$ cat config.mk
export PLATFORM = sky130hd
export DESIGN_NAME = jstk_spi_master
export DESIGN_NICKNAME = d
export VERILOG_FILES = /design/src/rtl/jstk_pkg.sv /design/src/rtl/jstk_edge_sync.sv /design/src/rtl/jstk_spi_master.sv
export SDC_FILE = /design/constraint.sdc
export NUM_CORES = 1
export LEC_CHECK = 0
export CAP_MARGIN = 30
export CORE_ASPECT_RATIO = 1.1
export CORE_MARGIN = 1
export CORE_UTILIZATION = 65
export CTS_BUF_LIST = sky130_fd_sc_hd__clkbuf_2
export CTS_CLUSTER_SIZE = 40
export DETAILED_ROUTE_END_ITERATION = 10
export DONT_BUFFER_PORTS = 1
export PLACE_DENSITY = 0.79
export SLEW_MARGIN = 20
export SYNTH_ARGS = -nofsm -noshare
export SYNTH_HDL_FRONTEND = slang
export SYNTH_SLANG_ARGS = --single-unit
$ cat constraint.sdc
create_clock -name CLK -period 6.1 [get_ports CLK]
set_input_delay 1.22 -clock CLK [delete_from_list [all_inputs] [get_ports CLK]]
set_output_delay 1.22 -clock CLK [all_outputs]
set_load 0.02 [all_outputs]
$ cat src/rtl/jstk_pkg.sv
// Shared types and constants for the PmodJSTK SPI master.
package jstk_pkg;

   typedef enum logic [2:0] {IDLE, SETUP, XFER, GAP, FINISH, HOLD} jstk_state_e;

   localparam int unsigned NBYTES          = 5;
   localparam logic [5:0]  JSTK_CMD_PREFIX = 6'b100000;

   // Bit fields taken from the high-order position bytes and the button byte.
   localparam int unsigned X_HI_MSB = 1;
   localparam int unsigned X_HI_LSB = 0;
   localparam int unsigned BTN_MSB  = 2;
   localparam int unsigned BTN_LSB  = 0;

endpackage

$ cat src/rtl/jstk_edge_sync.sv
// Multi-stage synchroniser followed by a one-CLK rise/fall detector.
module jstk_edge_sync #(
   parameter int unsigned SYNC_STAGES = 2
) (
   input  logic CLK,
   input  logic RST,
   input  logic D,
   output logic RISE,
   output logic FALL
);

   logic [SYNC_STAGES-1:0] sync_q;
   logic                   prev_q;
   logic                   sync_s;

   assign sync_s = sync_q[SYNC_STAGES-1];

   always_ff @(posedge CLK or posedge RST) begin
      if (RST) begin
         sync_q <= '0;
         prev_q <= 1'b0;
      end else begin
         sync_q <= {sync_q[SYNC_STAGES-2:0], D};
         prev_q <= sync_s;
      end
   end

   assign RISE = sync_s & ~prev_q;
   assign FALL = ~sync_s & prev_q;

endmodule

$ cat src/rtl/jstk_spi_master.sv
// SPI mode-0 master for the PmodJSTK: sends the LED command, collects X/Y/buttons.
module jstk_spi_master #(
   parameter int unsigned NBYTES      = jstk_pkg::NBYTES,
   parameter int unsigned SYNC_STAGES = 2
) (
   input  logic       CLK,
   input  logic       RST,
   input  logic       SCLK_SRC,
   input  logic       START,
   input  logic [1:0] LED,
   input  logic       MISO,
   output logic       SS,
   output logic       SCLK,
   output logic       MOSI,
   output logic       BUSY,
   output logic       DONE,
   output logic [9:0] X,
   output logic [9:0] Y,
   output logic [2:0] BTN
);

   import jstk_pkg::*;

   jstk_state_e state_q, state_d;
   logic [7:0]  tx_q, tx_d, rx_q, rx_d;
   logic [3:0]  bit_cnt_q, bit_cnt_d;
   logic [2:0]  byte_cnt_q, byte_cnt_d;
   logic        seen_rise_q, seen_rise_d;
   logic        ss_q, ss_d, sclk_q, sclk_d, mosi_q, mosi_d;
   logic        busy_q, busy_d, done_q, done_d;
   logic [7:0]  x_lo_q, x_lo_d, y_lo_q, y_lo_d;
   logic [1:0]  x_hi_q, x_hi_d, y_hi_q, y_hi_d;
   logic [2:0]  btn_raw_q, btn_raw_d;
   logic [9:0]  x_q, x_d, y_q, y_d;
   logic [2:0]  btn_q, btn_d;
   logic [SYNC_STAGES-1:0] miso_sync_q;
   logic        miso_s, rise_tk, fall_tk;

   jstk_edge_sync #(
      .SYNC_STAGES(SYNC_STAGES)
   ) u_sclk_sync (
      .CLK (CLK),
      .RST (RST),
      .D   (SCLK_SRC),
      .RISE(rise_tk),
      .FALL(fall_tk)
   );

   always_ff @(posedge CLK or posedge RST) begin
      if (RST) miso_sync_q <= '0;
      else     miso_sync_q <= {miso_sync_q[SYNC_STAGES-2:0], MISO};
   end
   assign miso_s = miso_sync_q[SYNC_STAGES-1];

   always_comb begin
      state_d     = state_q;
      tx_d        = tx_q;
      rx_d        = rx_q;
      bit_cnt_d   = bit_cnt_q;
      byte_cnt_d  = byte_cnt_q;
      seen_rise_d = seen_rise_q;
      ss_d        = ss_q;
      sclk_d      = sclk_q;
      mosi_d      = mosi_q;
      busy_d      = busy_q;
      done_d      = 1'b0;
      x_lo_d      = x_lo_q;
      x_hi_d      = x_hi_q;
      y_lo_d      = y_lo_q;
      y_hi_d      = y_hi_q;
      btn_raw_d   = btn_raw_q;
      x_d         = x_q;
      y_d         = y_q;
      btn_d       = btn_q;
      unique case (state_q)
         IDLE: begin
            ss_d   = 1'b1;
            sclk_d = 1'b0;
            mosi_d = 1'b0;
            if (START) begin
               tx_d       = {JSTK_CMD_PREFIX, LED};
               mosi_d     = LED[1] & 1'b0 | JSTK_CMD_PREFIX[5];
               ss_d       = 1'b0;
               busy_d     = 1'b1;
               byte_cnt_d = '0;
               state_d    = SETUP;
            end
         end
         SETUP: begin
            if (rise_tk) begin
               seen_rise_d = 1'b1;
            end else if (fall_tk && seen_rise_q) begin
               seen_rise_d = 1'b0;
               bit_cnt_d   = '0;
               state_d     = XFER;
            end
         end
         XFER: begin
            if (rise_tk) begin
               sclk_d    = 1'b1;
               rx_d      = {rx_q[6:0], miso_s};
               bit_cnt_d = bit_cnt_q + 4'd1;
            end else if (fall_tk) begin
               sclk_d = 1'b0;
               if (bit_cnt_q < 4'd8) begin
                  mosi_d = tx_q[6];
                  tx_d   = {tx_q[6:0], 1'b0};
               end else begin
                  case (byte_cnt_q)
                     3'd0:    x_lo_d    = rx_q;
                     3'd1:    x_hi_d    = rx_q[X_HI_MSB:X_HI_LSB];
                     3'd2:    y_lo_d    = rx_q;
                     3'd3:    y_hi_d    = rx_q[X_HI_MSB:X_HI_LSB];
                     default: btn_raw_d = rx_q[BTN_MSB:BTN_LSB];
                  endcase
                  state_d = (byte_cnt_q == 3'(NBYTES - 1)) ? FINISH : GAP;
               end
            end
         end
         GAP: begin
            sclk_d = 1'b0;
            if (rise_tk) begin
               seen_rise_d = 1'b1;
            end else if (fall_tk && seen_rise_q) begin
               seen_rise_d = 1'b0;
               byte_cnt_d  = byte_cnt_q + 3'd1;
               tx_d        = 8'h00;
               mosi_d      = 1'b0;
               bit_cnt_d   = '0;
               state_d     = XFER;
            end
         end
         FINISH: begin
            ss_d    = 1'b1;
            mosi_d  = 1'b0;
            done_d  = 1'b1;
            x_d     = {x_hi_q, x_lo_q};
            y_d     = {y_hi_q, y_lo_q};
            btn_d   = btn_raw_q;
            state_d = HOLD;
         end
         HOLD: begin
            if (rise_tk) begin
               seen_rise_d = 1'b1;
            end else if (fall_tk && seen_rise_q) begin
               seen_rise_d = 1'b0;
               busy_d      = 1'b0;
               state_d     = IDLE;
            end
         end
         default: state_d = IDLE;
      endcase
   end

   always_ff @(posedge CLK or posedge RST) begin
      if (RST) begin
         state_q     <= IDLE;
         tx_q        <= '0;
         rx_q        <= '0;
         bit_cnt_q   <= '0;
         byte_cnt_q  <= '0;
         seen_rise_q <= 1'b0;
         ss_q        <= 1'b1;
         sclk_q      <= 1'b0;
         mosi_q      <= 1'b0;
         busy_q      <= 1'b0;
         done_q      <= 1'b0;
         x_lo_q      <= '0;
         x_hi_q      <= '0;
         y_lo_q      <= '0;
         y_hi_q      <= '0;
         btn_raw_q   <= '0;
         x_q         <= '0;
         y_q         <= '0;
         btn_q       <= '0;
      end else begin
         state_q     <= state_d;
         tx_q        <= tx_d;
         rx_q        <= rx_d;
         bit_cnt_q   <= bit_cnt_d;
         byte_cnt_q  <= byte_cnt_d;
         seen_rise_q <= seen_rise_d;
         ss_q        <= ss_d;
         sclk_q      <= sclk_d;
         mosi_q      <= mosi_d;
         busy_q      <= busy_d;
         done_q      <= done_d;
         x_lo_q      <= x_lo_d;
         x_hi_q      <= x_hi_d;
         y_lo_q      <= y_lo_d;
         y_hi_q      <= y_hi_d;
         btn_raw_q   <= btn_raw_d;
         x_q         <= x_d;
         y_q         <= y_d;
         btn_q       <= btn_d;
      end
   end

   assign SS   = ss_q;
   assign SCLK = sclk_q;
   assign MOSI = mosi_q;
   assign BUSY = busy_q;
   assign DONE = done_q;
   assign X    = x_q;
   assign Y    = y_q;
   assign BTN  = btn_q;

endmodule

==> impl_metrics.csv, run 1 <==
group,metric,value,unit
clocking,cts_resized,0,
cells_and_area,nFillCells,366,
power_and_ir_drop,power_leakage,1.85,nW
power_and_ir_drop,ir_drop,0.172,mV
synth,synthTopCellsByArea,"dfrtp_1 (57%), mux2_2 (19%), ha_1 (2.8%)",
sta,rsz0062_at_grt,"no",
sta,skew,16.5,ps
sta,period_minus_slack,2350,ps
synth,synth_top_area_share,56.9,%
synth,syn_area_per_cell,13.7,um2
synth,ys_ff_latch,82,
cells_and_area,multi_input_comb_area,1370,um2
clocking,clkTransAtPathRegs,190,ps
worst_hold_path,hp-start,"miso_sync_q[0]",
synth,synth.distinct_cells,49,
worst_setup_path,crit_arrival,1130,ps
sta,slew_headroom,48.3,%
job,drv_cap,0,
grt,antenna_found_initial,0,
cells_and_area,seqCellArea,2050,um2
worst_setup_path,r2r-start,"state_q[1]",
sta,timing.fmax,425,MHz
sta,slew_violations,0,
sta,hold_ws,379,ps
cells_and_area,antenna_cells,0,
placed_design,port-buffer-count,0,
sta,tightest_slew,775,ps
cells_and_area,nets,279,
grt,grt_pass1_vias,2028,
route,wl_per_cell,16.5,um
clocking,cts_root_buf,"clkbuf_2",
synth,ys_seq_area_share,57.6,%
synth,synth_nets,276,
synth,synth_area_leader_cell,"dfrtp_1",
route,first_pass_iters,4,
floorplan,design.core.area,5130,um2
worst_setup_path,start_kind,"register",
synth,async_flop_share,100,%
sta,tns,0,ps
cells_and_area,layout-drive-gt1-share,35.3,%
clocking,clock-sinks,82,
synth,synth_ff_type,"dfrtp_1",
route,drt_iter0_markers,199,
worst_setup_path,crit_path_end_kind,"output port",
worst_setup_path,crit_type,"reg -> out",
clocking,numCtsBuffers,9,
cells_and_area,utilization,72.3,%
sta,min_period_over_period,38.5,%
worst_hold_path,worstHoldPathType,"reg -> reg",
clocking,cts.path.max_buffers,2,
power_and_ir_drop,power,1.23,mW
synth,synthesis.area,3560,um2
power_and_ir_drop,power_density,333,nW/um2
worst_hold_path,whs_path_depth,0,
synth,yosysWarnings,0,
worst_setup_path,timing.rr.end,"bit_cnt_q[3]",
sta,setup_viol,0,
floorplan,die_area,5780,um2
clocking,htreeDepth,3,
grt,grt_pass1_wl,9.54,mm
grt,track_usage,22.6,%
route,route.detailed.drc,0,
floorplan,core.rowCount,27,
floorplan,die_w,72.6,um
clocking,cts_tree,"built",
placed_design,gp_congestion,0.798,
route,via_per_inst,5.91,
floorplan,io_pins,35,
floorplan,floorplan.initialDensity,69.4,%
route,dr_total_vias,2017,
outcome,status,"complete, no violations",
placed_design,dp_hpwl,3.88,mm
worst_setup_path,crit_required,4880,ps
sta,hold_violations,0,
worst_setup_path,crit_path_max_fanout,2,
route,wirelength,5.63,mm
clocking,worst_skew_pair.late_latency,510,ps
worst_hold_path,min_to,"miso_sync_q[1]",
floorplan,die_h,79.7,um
clocking,hold_buffers,0,
synth,syn_inst,261,
grt,grt_max_degree,58,
worst_setup_path,rrSetupSlack,3800,ps
worst_setup_path,ff2ff_path_depth,3,
clocking,post_cts_buffers,0,
route,ant_nets,0,
synth,synth_edf_count,0,
grt,grt.overflow.total,0,
cells_and_area,syn_to_final_growth,4.18,%
[power breakdown]
group | internal (mW) | switching (mW)
sequential | 0.607 | 0.101
clock | 0.0970 | 0.174
combinational | 0.128 | 0.128
total | 0.832 | 0.403
[through the flow]
step	instances	setup WS, ps	cell area, um2
finish	341	3750	3710
global route	341	3580	3710
CTS	341	3720	3710
detailed placement	325	3690	3600
global placement	324	3680	3580
floorplan	261	2770	3560
[cell type report]
cell class	count	share of cell area [%]
multi-input cells	155	36.8
repair buffers	3	1.15
clock buffers	11	1.48
flip-flops and latches	82	55.3
well taps	72	2.43
inverters	13	1.35
clock inverters	5	1.45
[per-layer routing]
| layer | global-route usage [%] | vias to the layer above | wire length, um |
|---|---|---|---|
| met2 | 34.6 | 51 | 2690 |
| met3 | 4.55 | 13 | 217 |
| met4 | 12.9 | 0 | 140 |
| met5 | 0 | - | 0 |
| met1 | 30.3 | 1018 | 2590 |
| li1 | - | 935 | - |
[cell usage in the layout, fill, tap and decap left out, types with 2 or more instances in the layout]
| cell | instances |
|---|---|
| inv_1 | 11 |
| buf_4 | 2 |
| nand3_2 | 2 |
| mux2i_1 | 3 |
| mux2_2 | 61 |
| nand2b_1 | 2 |
| nand3b_1 | 3 |
| nand2_1 | 10 |
| nand3_1 | 7 |
| clkbuf_2 | 11 |
| nand4_1 | 3 |
| ha_1 | 8 |
| o21ai_0 | 8 |
| dfrtp_1 | 81 |
| a22o_1 | 2 |
| a21oi_1 | 4 |
| nor2b_1 | 2 |
| and3_2 | 4 |
| clkinv_1 | 2 |
| nor2_1 | 8 |
| a21o_1 | 2 |
[cells by family (layout without fill, tap and decap cells)]
group,Yosys count,count (layout),share of synthesized area [%]
compound gates,28,28,5.27
xor+xnor,1,1,0.246
fa+ha+maj,8,8,2.81
buf+inv,24,32,4.00
flops,82,82,57.6
mux,65,65,20.4
simple gates,53,53,9.62
[how the worst max path moves through the flow]
stage	from	to	slack, ps	cells after the start
after floorplan	RST	BTN[0]	2770	1
after global placement	START	tx_q[3]	3680	4
after detailed placement	START	tx_q[2]	3690	4
after CTS	SS	SS	3720	0
after global routing	state_q[1]	bit_cnt_q[3]	3580	3
final	SS	SS	3750	0
[state kept, by name (all words and copies together) (netlist names), 4 cells and up]
signal / flops
tx_q: 7
Y: 10
bit_cnt_q: 4
y_lo_q: 8
rx_q: 8
x_lo_q: 8
X: 10
[synthesized netlist by cell type, drive strengths merged (3+ instances only)]
cell type / number
nand3: 9
ha: 8
nor2: 9
o21ai: 9
a21oi: 4
dfrtp: 81
nand2: 10
and3: 5
nand3b: 3
mux2: 62
nand4: 3
buf: 11
nand2b: 3
mux2i: 3
inv: 13
Power figures use the tool's default switching activity.
==> inputs of run 2 (changes only) <==
--- a/config.mk
+++ b/config.mk
@@ -8,12 +8,12 @@
 export CAP_MARGIN = 30
 export CORE_ASPECT_RATIO = 1.1
 export CORE_MARGIN = 1
-export CORE_UTILIZATION = 65
+export CORE_UTILIZATION = 59
 export CTS_BUF_LIST = sky130_fd_sc_hd__clkbuf_2
 export CTS_CLUSTER_SIZE = 40
 export DETAILED_ROUTE_END_ITERATION = 10
 export DONT_BUFFER_PORTS = 1
-export PLACE_DENSITY = 0.79
+export PLACE_DENSITY = 0.76
 export SLEW_MARGIN = 20
 export SYNTH_ARGS = -nofsm -noshare
 export SYNTH_HDL_FRONTEND = slang
==> constraint.sdc (replaced) <==
create_clock -name CLK -period 2.1 [get_ports CLK]
set_input_delay 0.42 -clock CLK [delete_from_list [all_inputs] [get_ports CLK]]
set_output_delay 0.42 -clock CLK [all_outputs]
set_load 0.02 [all_outputs]
==> impl_metrics.csv, run 2 (synthesis gave the netlist of run 1 again) <==
group,metric,value,unit
outcome,status,"complete, no violations",
sta,setup_viol,0,
placed_design,gp_congestion,0.815,
power_and_ir_drop,p_sw,1.18,mW
clocking,worst_skew_pair.late_latency,510,ps
cells_and_area,layout-drive-gt1-share,35.9,%
route,first_pass_iters,4,
sta,slew_violations,0,
job,drv_cap,0,
grt,grt_pass1_wl,9.56,mm
worst_setup_path,crit_required,2510,ps
worst_setup_path,crit_type,"reg -> reg",
floorplan,die_w,76.1,um
grt,grt_max_degree,83,
cells_and_area,antenna_cells,0,
worst_setup_path,start_kind,"register",
grt,track_usage,19.6,%
power_and_ir_drop,p_int,2.36,mW
worst_hold_path,worstHoldPathType,"in -> reg",
sta,timing.fmax,529,MHz
power_and_ir_drop,power_density,930,nW/um2
power_and_ir_drop,p_seq_share,56.4,%
cells_and_area,multi_input_comb_area,1370,um2
floorplan,die_area,6360,um2
clocking,cts.path.max_buffers,2,
clocking,clock-sinks,82,
grt,antenna_found_initial,0,
clocking,cts_resized,0,
power_and_ir_drop,ir_drop,0.512,mV
sta,rsz0062_at_grt,"no",
clocking,post_cts_buffers,0,
placed_design,port-buffer-count,0,
sta,hold_ws,131,ps
clocking,numCtsBuffers,9,
route,wl_per_cell,15.3,um
sta,tightest_slew,418,ps
grt,grt.overflow.total,0,
sta,period_minus_slack,1890,ps
worst_setup_path,crit_arrival,2300,ps
cells_and_area,nFillCells,455,
clocking,clkTransAtPathRegs,190,ps
sta,hold_violations,0,
clocking,htreeDepth,3,
floorplan,design.core.area,5810,um2
worst_setup_path,crit_path_end_kind,"register",
sta,tns,0,ps
worst_setup_path,critical_path.cell_chain,"inv_1 > ha_1 > nand2b_4 > and2_4 > nor4_4 > mux2_2",
cells_and_area,layout_commonest_cell,"dfrtp_1",
cells_and_area,syn_to_final_growth,6.71,%
power_and_ir_drop,clkPwrFrac,18.4,%
sta,slew_headroom,71.9,%
power_and_ir_drop,comb_power_share,25.2,%
power_and_ir_drop,power_leakage,1.88,nW
clocking,cts_root_buf,"clkbuf_2",
clocking,cts_tree,"built",
route,ant_nets,0,
floorplan,core.rowCount,29,
sta,skew,25.7,ps
cells_and_area,nets,291,
clocking,hold_buffers,5,
floorplan,io_pins,35,
worst_setup_path,critPathMaxStageDelay,440,ps
placed_design,dp_hpwl,3.66,mm
sta,min_period_over_period,90.1,%
cells_and_area,final_cell_mix,"dfrtp_1 (81), mux2_2 (61), inv_1 (11), nand2_1 (10), clkbuf_2 (10)",
grt,grt_pass1_vias,2111,
worst_setup_path,crit_path_max_fanout,6,
power_and_ir_drop,p_sw_share,33.4,%
floorplan,floorplan.initialDensity,61.4,%
route,via_per_inst,5.67,
route,drt_iter0_markers,119,
route,wirelength,5.49,mm
route,route.detailed.drc,0,
cells_and_area,seqCellArea,2050,um2
route,dr_total_vias,2030,
worst_setup_path,critPathSlowestCell,"dfrtp_1",
floorplan,die_h,83.5,um
-- run 2: cell types whose count changed in the layout (fill, tap and decap cells not counted), sizes merged --
cell         before  now
bufinv            1    0
clkbuf           11   10
buf               3   10
clkinv            3    4
dlygate4sd3       0    5
clkinvlp          1    2
-- run 2: power groups by stage --
stage               clock (mW)  sequential (mW)  combinational [mW]
finish                   0.650             2.00               0.891
global placement             0             2.02               0.864
global route             0.734             2.04                1.00
detailed placement           0             2.03               0.892
floorplan                    0             1.92               0.799
CTS                      0.680             2.00               0.902
-- run 2: stage by stage --
step | total power [mW] | utilization, % | instance area (um2) | cells | worst slack (ps)
6_report | 3.54 | 65.5 | 3800 | 358 | 208
5_1_grt | 3.77 | 65.5 | 3800 | 358 | 71.7
4_1_cts | 3.58 | 65.5 | 3800 | 358 | 194
3_5_place_dp | 2.92 | 63.2 | 3670 | 337 | 213
3_3_place_gp | 2.89 | 63.2 | 3670 | 337 | 259
2_1_floorplan | 2.72 | - | 3570 | 261 | 191
-- run 2: final timing paths --
path                                             from        endpoint  slack (ps)  cells past startpoint
worst max-delay path            u_sclk_sync.sync_q[1]         tx_q[4]         210                      6
worst min-delay path                            START            BUSY         130                      2
worst max register to register  u_sclk_sync.sync_q[1]         tx_q[4]         210                      6
worst min register to register         miso_sync_q[0]  miso_sync_q[1]         380                      0
max in group asynchronous                         RST       x_lo_q[2]        1290                      3
min in group asynchronous                         RST     seen_rise_q         480                      3
-- run 2: cell type report --
type                    count  share of cell area [%]
flip-flops and latches     82                    54.0
well taps                  77                    2.53
inverters                  13                    1.38
repair buffers             15                    3.95
multi-input cells         155                    36.0
clock buffers              10                    1.32
clock inverters             6                   0.856
-- run 2: worst max-delay path: cells and delay by family, from the launching register on --
kind	cells	cell delay, ps
simple gates	3	670
flops	1	440
mux	1	390
fa+ha+maj	1	260
buf+inv	1	60
-- run 2: metal layers --
metal  share of wire (%)  vias up  global-route usage (%)
met3                 3.5        9                    3.83
met5                   0        -                       0
met2                  47       41                    30.3
met4                 2.1        0                    11.2
li1                    -      956                       -
met1                  48     1024                    26.0
